[src/rtl/leaf_out_arbiter.sv]
// Round-robin arbiter that merges NUM_REQ ap_vld/ap_ack operator streams into one
// registered, source-tagged output stage feeding a leaf_interface input port.
module leaf_out_arbiter #(
    parameter int PAYLOAD_BITS = 32,
    parameter int NUM_REQ      = 4,
    parameter int SRC_BITS     = 4,
    parameter int BURST_LEN    = 8
) (
    input  logic                            clk_user,
    input  logic                            reset,
    input  logic [NUM_REQ*PAYLOAD_BITS-1:0] in_data,
    input  logic [NUM_REQ-1:0]              in_vld,
    output logic [NUM_REQ-1:0]              in_ack,
    output logic [PAYLOAD_BITS-1:0]         out_data,
    output logic [SRC_BITS-1:0]             out_src,
    output logic                            out_vld,
    input  logic                            out_ack,
    output logic [NUM_REQ-1:0]              grant
);

    localparam int IDX_W = (NUM_REQ > 1) ? $clog2(NUM_REQ) : 1;
    localparam int CNT_W = (BURST_LEN > 1) ? $clog2(BURST_LEN) : 1;

    typedef enum logic {
        S_IDLE  = 1'b0,
        S_BURST = 1'b1
    } state_t;

    state_t                  r_state;
    state_t                  w_next_state;
    logic [IDX_W-1:0]        r_gidx;      // current winner, and the round-robin pointer
    logic [CNT_W-1:0]        r_cnt;
    logic [NUM_REQ-1:0]      r_grant;
    logic [PAYLOAD_BITS-1:0] r_out_data;
    logic [SRC_BITS-1:0]     r_out_src;
    logic                    r_out_vld;

    logic [PAYLOAD_BITS-1:0] w_words [NUM_REQ];
    logic [IDX_W-1:0]        w_sel;
    logic                    w_any_vld;
    logic                    w_room;
    logic                    w_gvld;
    logic                    w_in_xfer;
    logic                    w_last;

    always_comb begin
        for (int i = 0; i < NUM_REQ; i++) begin
            w_words[i] = in_data[i*PAYLOAD_BITS +: PAYLOAD_BITS];
        end
    end

    // Search begins just past the last winner, so a persistent requester yields to waiting ones.
    always_comb begin
        // NOTE: every always_comb output gets a default first so no path can infer a latch.
        w_sel     = r_gidx;
        w_any_vld = 1'b0;
        for (int k = 1; k <= NUM_REQ; k++) begin
            if (!w_any_vld && in_vld[IDX_W'((int'(r_gidx) + k) % NUM_REQ)]) begin
                w_any_vld = 1'b1;
                w_sel     = IDX_W'((int'(r_gidx) + k) % NUM_REQ);
            end
        end
    end

    assign w_room    = ~r_out_vld | out_ack;
    assign w_gvld    = in_vld[r_gidx];
    assign w_in_xfer = (r_state == S_BURST) && w_gvld && w_room;
    assign w_last    = (r_cnt == CNT_W'(BURST_LEN - 1));

    always_ff @(posedge clk_user or negedge reset) begin
        // NOTE: sequential state uses non-blocking assignments so every register sees pre-edge values.
        if (!reset) begin
            r_state <= S_IDLE;
        end else begin
            r_state <= w_next_state;
        end
    end

    always_comb begin
        w_next_state = r_state;
        case (r_state)
            S_IDLE:  if (w_any_vld) w_next_state = S_BURST;
            S_BURST: if (!w_gvld || (w_in_xfer && w_last)) w_next_state = S_IDLE;
            default: w_next_state = S_IDLE;
        endcase
    end

    always_comb begin
        in_ack = '0;
        if (r_state == S_BURST) begin
            in_ack[r_gidx] = w_room;
        end
    end

    always_ff @(posedge clk_user or negedge reset) begin
        if (!reset) begin
            r_grant <= '0;
            r_gidx  <= IDX_W'(NUM_REQ - 1);
            r_cnt   <= '0;
        end else if (r_state == S_IDLE) begin
            if (w_any_vld) begin
                r_grant <= NUM_REQ'(1) << w_sel;
                r_gidx  <= w_sel;
                r_cnt   <= '0;
            end
        end else begin
            if (w_next_state == S_IDLE) begin
                r_grant <= '0;
            end
            if (w_in_xfer) begin
                r_cnt <= r_cnt + 1'b1;
            end
        end
    end

    // Data and tag load only on an input transfer, so they hold steady under backpressure.
    always_ff @(posedge clk_user or negedge reset) begin
        if (!reset) begin
            r_out_data <= '0;
            r_out_src  <= '0;
            r_out_vld  <= 1'b0;
        end else if (w_in_xfer) begin
            r_out_data <= w_words[r_gidx];
            r_out_src  <= SRC_BITS'(r_gidx);
            r_out_vld  <= 1'b1;
        end else if (out_ack) begin
            r_out_vld  <= 1'b0;
        end
    end

    assign out_data = r_out_data;
    assign out_src  = r_out_src;
    assign out_vld  = r_out_vld;
    assign grant    = r_grant;

endmodule
[config.mk]
export PLATFORM = sky130hd
export DESIGN_NAME = leaf_out_arbiter
export DESIGN_NICKNAME = d
export VERILOG_FILES = /design/src/rtl/leaf_out_arbiter.sv
export SDC_FILE = /design/constraint.sdc
export NUM_CORES = 1
export LEC_CHECK = 0
export CORE_MARGIN = 2
export CORE_UTILIZATION = 31
export DETAILED_ROUTE_END_ITERATION = 6
export PLACE_DENSITY_LB_ADDON = 0.05
export SYNTH_ARGS = -nofsm -noshare
export SYNTH_HDL_FRONTEND = slang
export SYNTH_SLANG_ARGS = --single-unit
[constraint.sdc]
create_clock -name clk_user -period 2.85 [get_ports clk_user]
set_input_delay 0.285 -clock clk_user [delete_from_list [all_inputs] [get_ports clk_user]]
set_output_delay 0.285 -clock clk_user [all_outputs]
set_load 0.01 [all_outputs]
==> Word-level counts from Yosys, hierarchy flattened <==
Index checks and enable logic that the tools add are counted.
{ "op_classes": {"n_addsub": 5, "n_lt_le_gt_ge": 7, "n_eq_ne": 3, "n_shift": 1, "mux": 39, "bitwise": 5, "n_reduce_logical": 17} }
{ "ops": {"columns": ["operator", "n"], "rows": [
  ["$bmux 32 s2", 1],
  ["$mux 32", 2],
  ["$mux 1", 18],
  ["$lt 2x4->1 const B", 4],
  ["$mux 4", 4],
  ["$bmux 1 s2", 5],
  ["$mux 3", 3],
  ["$mux 2", 4],
  ["$logic_and 1x1->1", 7],
  ["$reduce_and 2->1", 3],
  ["$add 2x1->2 const B", 2],
  ["$add 2x2->2 const B", 2],
  ["$and 4x4->4", 1],
  ["$logic_not 1->1", 4],
  ["$reduce_bool 2->1", 2],
  ["$shl 1x2->4 const A", 1],
  ["$add 3x1->3 const B", 1],
  ["$eq 3x3->1 const B", 1],
  ["$ge 3x3->1 const B", 1],
  ["$lt 2x3->1 const B", 1],
  ["$not 2->3", 1],
  ["$demux 1 s2", 1],
  ["$ge 2x1->1 const B", 1],
  ["$ne 2x1->1 const B", 1],
  ["5 further kinds", 6]
]} }
{ "word_totals": {"reg_bits": 45, "in_bits": 135, "out_inout_bits": 45, "wordCells": 84} }

==> Longest topological paths before layout <==
{ "depth": {"ltp_word": 18, "mapped_depth": 9, "ltp_nobuf": 7} }

==> Worst setup path before layout <==
OpenSTA, ideal clock, no wires.
{ "synth_timing": {"path_type": "reg2reg", "startpoint": "reg r_gidx[0]", "endpoint": "reg r_grant[3] (netlist: grant[3])", "setup_ps": 121, "arrival_time_ps": 2433, "t_required_ps": 2729, "setup_slack_ps": 296, "stages_incl_launch_ff": 10, "path_buffers": 2, "period_less_slack_ps": 2554, "path_cell_list": "dfstp_2 > buf_6 > clkbuf_1 > inv_1 > ha_1 > mux4_2 > nand2b_1 > a211oi_1 > a41o_1 > a22o_1"} }
{ "synth_between": {"elab_chain_cells": 18, "word_cells_on_any_way": 46, "cone_classes": "4 x add/sub; 1 x eq/ne; 1 x shift; 27 x mux; 13 x reduce/logical"} }
{ "synth_lines": {"columns": ["element", "line", "source"], "rows": [
  ["start, declared", "31", "logic [IDX_W-1:0] r_gidx;"],
  ["start signal, assigned", "98", "r_gidx <= IDX_W'(NUM_REQ - 1);"],
  ["start signal, assigned", "103", "r_gidx <= w_sel;"],
  ["$add 2x1->2", "58, 60", null],
  ["$bmux 1 s2", "58", "if (!w_any_vld && in_vld[IDX_W'((int'(r_gidx) + k) % NUM_REQ)]) begin"],
  ["$mux 1 (implied by the code) (2 in series)", "58", null],
  ["$mux 1", "58", null],
  ["$logic_not 1->1", "58", null],
  ["$logic_and 1x1->1", "58", null],
  ["$mux 1", "58", null],
  ["$logic_not 1->1", "58", null],
  ["$logic_and 1x1->1", "58", null],
  ["$mux 1", "58", null],
  ["$logic_not 1->1", "58", null],
  ["$logic_and 1x1->1", "58", null],
  ["$mux 1", "58", null],
  ["$mux 1", "82", "S_IDLE: if (w_any_vld) w_next_state = S_BURST;"],
  ["$pmux 1 s2", "81", "case (r_state)"],
  ["$ne 2x2->1 (no source line)", null, null],
  ["$reduce_and 2->1 (no source line)", null, null],
  ["end signal, assigned", "102", "r_grant <= NUM_REQ'(1) << w_sel;"],
  ["end, declared", "33", "logic [NUM_REQ-1:0] r_grant;"]
]} }
Several ways; a longest one is shown, not always the timed one. The select of a mux whose other input is x is not followed.
A chain may end at the register's enable or synchronous reset.

==> Worst setup path after layout <==
{ "layout_timing": {"startpoint": "reg r_gidx[0]", "endpoint": "out in_ack[3]"} }
{ "layout_between": {"elab_chain_cells": 6, "word_cells_on_any_way": 7, "cone_classes": "2 x order compare; 3 x mux; 1 x bitwise; 1 x reduce/logical"} }
{ "layout_lines": {"columns": ["element", "line", "source"], "rows": [
  ["$lt 2x3->1 (implied by the code) / $ge 2x1->1 (equally long branches)", "91", "in_ack[r_gidx] = w_room;"],
  ["$logic_and 1x1->1 (implied by the code)", "91", null],
  ["$mux 1 (implied by the code)", "91", null],
  ["$demux 1 s2 (*)", "91", null],
  ["$and 4x4->4 (no source line) (*)", null, null],
  ["$mux 4 (*)", "90", "if (r_state == S_BURST) begin"],
  ["end, declared", "13", "output logic [NUM_REQ-1:0] in_ack,"]
]} }
Every way passes the cells marked *; elsewhere a longest branch is shown, timed or not.

==> results by group <==
Synthesis
  • Cell area after synthesis: 0.00282 sq mm
  • Syn_area_per_cell: about 14 sq um
  • Number of enable flip-flop cells after synthesis: 0
  • Top post-synthesis cells by area: dfrtp_1 (38%), mux4_2 (27%), mux2_2 (14%)
  • #FFs+latches synth: 45
  • Warnings, synthesis: 0
  • Main flop type after synthesis: dfrtp_1
  • Post-Synthesis Cells: about 200
  • Commonest cells in the netlist: dfrtp_1 (43), mux2_2 (34), mux4_2 (34), nand2_1 (13), o21ai_0 (9)
  • Synth async-reset ratio: 100%
  • Count leader, synth: dfrtp_1
  • Synth top area share: between 30% and 40%
  • Sequential fraction of the synthesis area: 40.0%
  • Post-synth top area cell: dfrtp_1
  • Count of cell types in the netlist: 33

Global route
  • Number of global-route vias before repair: around 2500
  • Global-route wire length before repair: about 13000 microns
  • Largest net degree at the start of global routing: 46
  • Initial antenna violation count: 0
  • Total track usage: 17.0%
  • GRT Residual Overflow: 0

Pwr
  • PD cells: ~920 mW/mm^2
  • VDD IR max: 0.517 mV
  • Leakage: 1.90 nW

Clocking
  • CTS Root Cell: clkbuf_8
  • Skew-Pair Late Insertion Delay: between 0.2 and 0.3 ns
  • Clock transition at the registers of the reported paths: 0.09 ns
  • H-tree levels: 2
  • Sink Count: 45
  • Cts bufs inserted: 5
  • Post-CTS Setup Bufs: 0
  • Clock Tree Buf Depth: 2
  • CTS tree: done
  • CTS resizes: 0
  • Hold buffer count at CTS: 0

Die
  • Die height: 99.4 microns
  • Core ar.: 0.00876 sq mm
  • I/O pin count: 180
  • Die Width: 99.4 microns
  • Die ar.: ~0.0099 sq mm
  • Starting Density: between 30% and 40%
  • Num rows: 34

Finish
  • Area Overhead vs Synth: 69.5%
  • Multi-input logic area: 0.00158 sq mm
  • Share of layout cells above drive strength 1: about a quarter
  • Register Area: 0.00113 sq mm
  • Final instance area: 0.00478 sq mm
  • Fillers: approximately 790
  • Final #Nets: about 510
  • # diodes: 0

Critical path
  • Crit path max fanout: 23
  • Reg2Reg Depth: 6
  • Worst path required time: 2.57 ns
  • FF-to-FF setup slack: 0.45 ns
  • CP arrival: approximately 2.3 ns
  • Crit. End Element: output port
  • Worst r2r src: r_gidx[0]$_DFFE_PN1P_
  • Worst Path Class, Setup: reg2out
  • Crit path launch type: flop
  • R2r endpoint: grant[3]$_DFFE_PN0P_

Timing
  • Slew @ Worst Pin: 0.989 ns
  • Setup TNS: 0 ns
  • Final Hold Viols: 0
  • Setup violators final: 0
  • Final worst-path cycle share: between 80% and 90%
  • Max Slew Vio Count: 0
  • FMAX: 395 MHz
  • Clock Skew: about 0.011 ns
  • Slew HR: about a third
  • RSZ-0062 raised after global routing: no
  • Final Critical Period: between 2 and 3 ns

Placement
  • DP Wirelength: 6710 microns
  • Port bufs: 177
  • Placed cell area: 0.00467 sq mm
  • Routability Congestion: approximately 0.80

Route
  • Drt initial violations: 86
  • Pre-antenna DRT Iters: 4
  • DRC Markers: 0
  • Wirelength per Cell: 17.7 microns
  • Routed WL: 8490 microns
  • Final ANT Viol Nets: 0
  • Total number of vias: 2356
  • Drt via density: 4.92

Min path
  • HP Class: in2async

Flow run
  • Max_cap viols: 0

Status
  • Outcome: complete, no violations
area by class of cell:
type	instances	share of cell area (%)
Clock inverter	2	0.811
Sequential cell	45	23.6
Clock buffer	6	1.52
Tap cell	108	2.83
Inverter	6	0.471
Multi-Input combinational cell	130	33.0
Timing Repair Buffer	182	37.7
worst max-delay path by stage:
stage | slack [ns] | startpoint | to
global placement | 0.57 | r_gidx[0]$_DFFE_PN1P_ | grant[3]$_DFFE_PN0P_
finish | 0.32 | r_gidx[0]$_DFFE_PN1P_ | in_ack[3]
CTS | 0.25 | r_gidx[0]$_DFFE_PN1P_ | in_ack[3]
detailed placement | 0.52 | r_gidx[0]$_DFFE_PN1P_ | grant[3]$_DFFE_PN0P_
global route | 0.15 | r_gidx[0]$_DFFE_PN1P_ | in_ack[3]
floorplan | 0.30 | r_gidx[0]$_DFFE_PN1P_ | grant[3]$_DFFE_PN0P_
registers in the layout, summed over array words and instances, names as in the netlist:
register,flops
r_cnt,3
r_gidx,2
r_state,1
out_src,2
out_data,32
grant,4
out_vld,1
cell usage in the layout, fill, tap and decap left out:
master	n
clkdlybuf4s50_1	176
dfrtp_1	43
mux4_2	34
mux2_2	34
nand2_1	12
o21ai_0	9
inv_1	6
ha_1	6
clkbuf_8	5
buf_4	5
and3_1	4
mux2_4	3
a22o_1	3
nand2b_1	2
a21o_1	2
mux2i_1	2
nand3_1	2
a21oi_1	2
o2bb2ai_1	2
conb_1	2
dfstp_2	2
nor4_1	1
or2_2	1
and2_1	1
nand2_2	1
xor2_1	1
a211oi_1	1
a41o_1	1
o31ai_1	1
a22oi_1	1
nor2_1	1
a31oi_1	1
bufinv_16	1
clkinv_4	1
clkbuf_1	1
buf_2	1
stage by stage:
step | instances | utilization (%) | power [W] | worst slack (ns) | hold slack, ns
final | 479 | 54.6 | 0.00438 | 0.316 | 0.144
after global routing | 479 | 54.6 | 0.00471 | 0.149 | 0.210
after CTS | 479 | 54.6 | 0.00446 | 0.253 | 0.181
after detailed placement | 471 | 53.3 | 0.00396 | 0.515 | 0.477
after global placement | 471 | 53.3 | 0.00394 | 0.572 | 0.487
after floorplan | 197 | - | 0.00285 | 0.296 | -0.0106
cells by family after synthesis:
family / Yosys count / synth area share [%]
AOI/OAI and AO/OA: 23 / 5.41
xor gates and xnor gates: 1 / 0.311
buffers and inverters: 22 / 4.21
and+or+nand+nor: 25 / 4.21
DFF: 45 / 40.0
adders and majority gates: 6 / 2.66
muxes: 73 / 43.0
other: 1 / 0.133
report_power, final:
part / switching [W] / internal [W] / total (W)
clock: 0.000216 / 0.000263 / 0.000479
sequential: 0.000183 / 0.000968 / 0.00115
combinational: 0.00112 / 0.00163 / 0.00275
worst max-delay path, cell delays in order (launching register included):
cell,delay [ns]
dfstp_2,0.67
buf_4,0.39
ha_1,0.20
and3_1,0.15
clkdlybuf4s50_1,0.53
layer usage:
metal / up-vias / GRT usage [%] / part of all wire, %
met2: 97 / 29.6 / 50
met5: - / 0 / 0
met3: 7 / 4.43 / 8.5
met4: 0 / 4.21 / 1.0
met1: 1148 / 21.0 / 41
li1: 1104 / - / -
Note: power is estimated with default switching activity, not from simulation.
==> variant (same settings) <==
Change the parameter `PAYLOAD_BITS` from 32 to 64.
--- a/src/rtl/leaf_out_arbiter.sv
+++ b/src/rtl/leaf_out_arbiter.sv
@@ -1,7 +1,7 @@
 // Round-robin arbiter that merges NUM_REQ ap_vld/ap_ack operator streams into one
 // registered, source-tagged output stage feeding a leaf_interface input port.
 module leaf_out_arbiter #(
-    parameter int PAYLOAD_BITS = 32,
+    parameter int PAYLOAD_BITS = 64,
     parameter int NUM_REQ      = 4,
     parameter int SRC_BITS     = 4,
     parameter int BURST_LEN    = 8
Interface: changed (resized in_data and out_data); port bits go from 180 to 340. The function was not compared with the original's and may differ.
==> variant against the unedited design <==
  * Setup slack worse by 0.064 ns
  * Area after synthesis is 72% higher
  * Total power is 78% higher
  * Sequential cell count is 32 higher
  * Sequential share of layout area is 1.3 points lower
  * Wire length is 100% higher
  * Worst hold slack worse by 0.038 ns
  * Sequential power is 71% higher
  * Final area is 82% higher
  * Global-route usage is 3.4 points higher
  * Critical endpoint is now grant[0]
==> variant: results (changes against the unedited design) <==
| Metric | Value |
|---|---|
| Total GRT Usage | 20.4% (+3.4 points) |
| Relative slew slack | 32.7% (-1.4 points) |
| Critical path fanouts, max | 7 (-70%) |
| Clock Tree Buf Depth | 2 (unchanged) |
| Worst-path clk slew | 0.06 ns (-0.03 ns) |
| Total CTS buffers | 9 (+4) |
| Clk_skew | 0.00785 ns (-0.00294 ns) |
| Vias in the first global route | 4473 (+77%) |
| 1st-iter DRT viols | 127 (+48%) |
| Number of flip-flops in the largest register | 64 (+100%) |
| Dpl hpwl | 13500 um (+100%) |
| Syn avg cell area | 15.3 sq um (+6.1%) |
| Crit-path leading delay family | flip-flops |
| Vias per cell | 4.97 (+1.0%) |
| Worst VDD drop | 640 uV (+24%) |
| Crit path DAT | 2.82 ns (+0.57 ns) |
| Fin nets | 914 (+79%) |
| Slowest stage delay, CP | 0.63 ns (-0.04 ns) |
| Unique masters post-synth | 36 (+9.1%) |
| Root buffer cell | clkbuf_16 |
| Synth Flop Type | dfrtp_1 |
| Fillcell total | 1281 (+62%) |
| Latest clock arrival within the worst-skew pair | 0.34 ns (+0.05 ns) |
| 1st-pass router iterations | 4 (unchanged) |
| Ranking of synthesized cells by area | dfrtp_1 39%, mux4_2 32%, mux2_1 15% |
| Ys Warns | 0 (unchanged) |
| Postcts setup bufs | 0 (unchanged) |
| Crit path max-delay cell type | dfstp_4 |
| Commonest cells in the netlist | 75 x dfrtp_1, 68 x mux4_2, 64 x mux2_1 |
| Outcome | finished, final reports clean |
| Post-Route WL | 17100 um (+100%) |
| GPL Wtd Cong | 0.869 (+8.5%) |
| Largest net degree at the start of global routing | 78 (+70%) |
| Diodes inserted | 0 (unchanged) |
| Layout cells sized above 1 | 15.1% (-8.6 points) |
| LEAKAGE | 0.00333 uW (+75%) |
| Htree depth | 3 (+1) |
| PostCTS Resize Cnt | 0 (unchanged) |
| Register area share after synthesis | 39.9% (-0.14 points) |
| Initial antenna violation count | 0 (unchanged) |
| First-pass GRT wire length | 25300 um (+91%) |
| Ys async rst share | 100% (unchanged) |
| IO buf count | 337 (+90%) |
| HP Class | input pin to async pin |
-- variant: cell families after synthesis --
group | Yosys count | synth area share [%]
AO/OA/AOI/OAI | 30 | 4.32
adder cells (fa/ha/maj) | 6 | 1.55
buffers and inverters | 36 | 3.47
flip-flops | 77 | 39.9
multiplexers | 135 | 47.2
other | 1 | 0.0775
AND/OR/NAND/NOR | 32 | 3.52
-- variant: through the flow --
step / instances / worst slack, ns / instance area (sq um) / utilization, %
2_1_floorplan: 318 / 0.0320 / 4840 / -
3_3_place_gp: 822 / 0.312 / 8400 / 55.3
3_5_place_dp: 822 / 0.273 / 8400 / 55.3
4_1_cts: 838 / 0.0763 / 8680 / 57.1
5_1_grt: 838 / 0.129 / 8690 / 57.1
6_report: 838 / 0.252 / 8690 / 57.1
-- variant: routing by layer --
metal	GRT usage [%]	up-vias	share of wire, %	wire length [um]
met5	0	-	0	0
met4	5.18	0	1.6	270
met3	6.90	17	8.2	1410
met2	37.7	174	54	9140
met1	22.3	2058	37	6260
li1	-	1916	-	-
-- variant: worst paths after layout --
kind                             startpoint  slack [ns]            to  cells after the start
worst min-delay path                  reset        0.11  out_data[43]                      1
max in group asynchronous             reset        2.09  out_data[16]                      1
min in group clk_user           out_data[6]        0.49   out_data[6]                      1
worst max register to register    r_gidx[1]        0.25      grant[0]                      7
worst max-delay path              r_gidx[1]        0.25      grant[0]                      7
worst min register to register  out_data[6]        0.49   out_data[6]                      1
-- variant: area by class of cell --
class                   instances  area [sq um]  area share (%)
inverters                       8          30.0           0.346
repair buffers                344          3450            39.7
flip-flops and latches         77          1940            22.3
clock inverters                 5          36.3           0.418
multi-input cells             205          2750            31.7
clock buffers                  11           243            2.79
well taps                     188           235            2.71
-- variant: power by group --
group          leakage (uW)  internal [uW]  switching, uW  total [uW]
clock network      0.000128            613            457        1070
logic               0.00229           2750           2000        4750
registers          0.000913           1680            293        1970
-- variant: worst reg2reg max path: stages, from the launching register on --
cell and delay [ns]:
dfstp_4 0.63, inv_1 0.11, ha_1 0.45, mux4_2 0.38
or2_4 0.27, nor4_4 0.26, o31ai_1 0.16, a22o_1 0.22
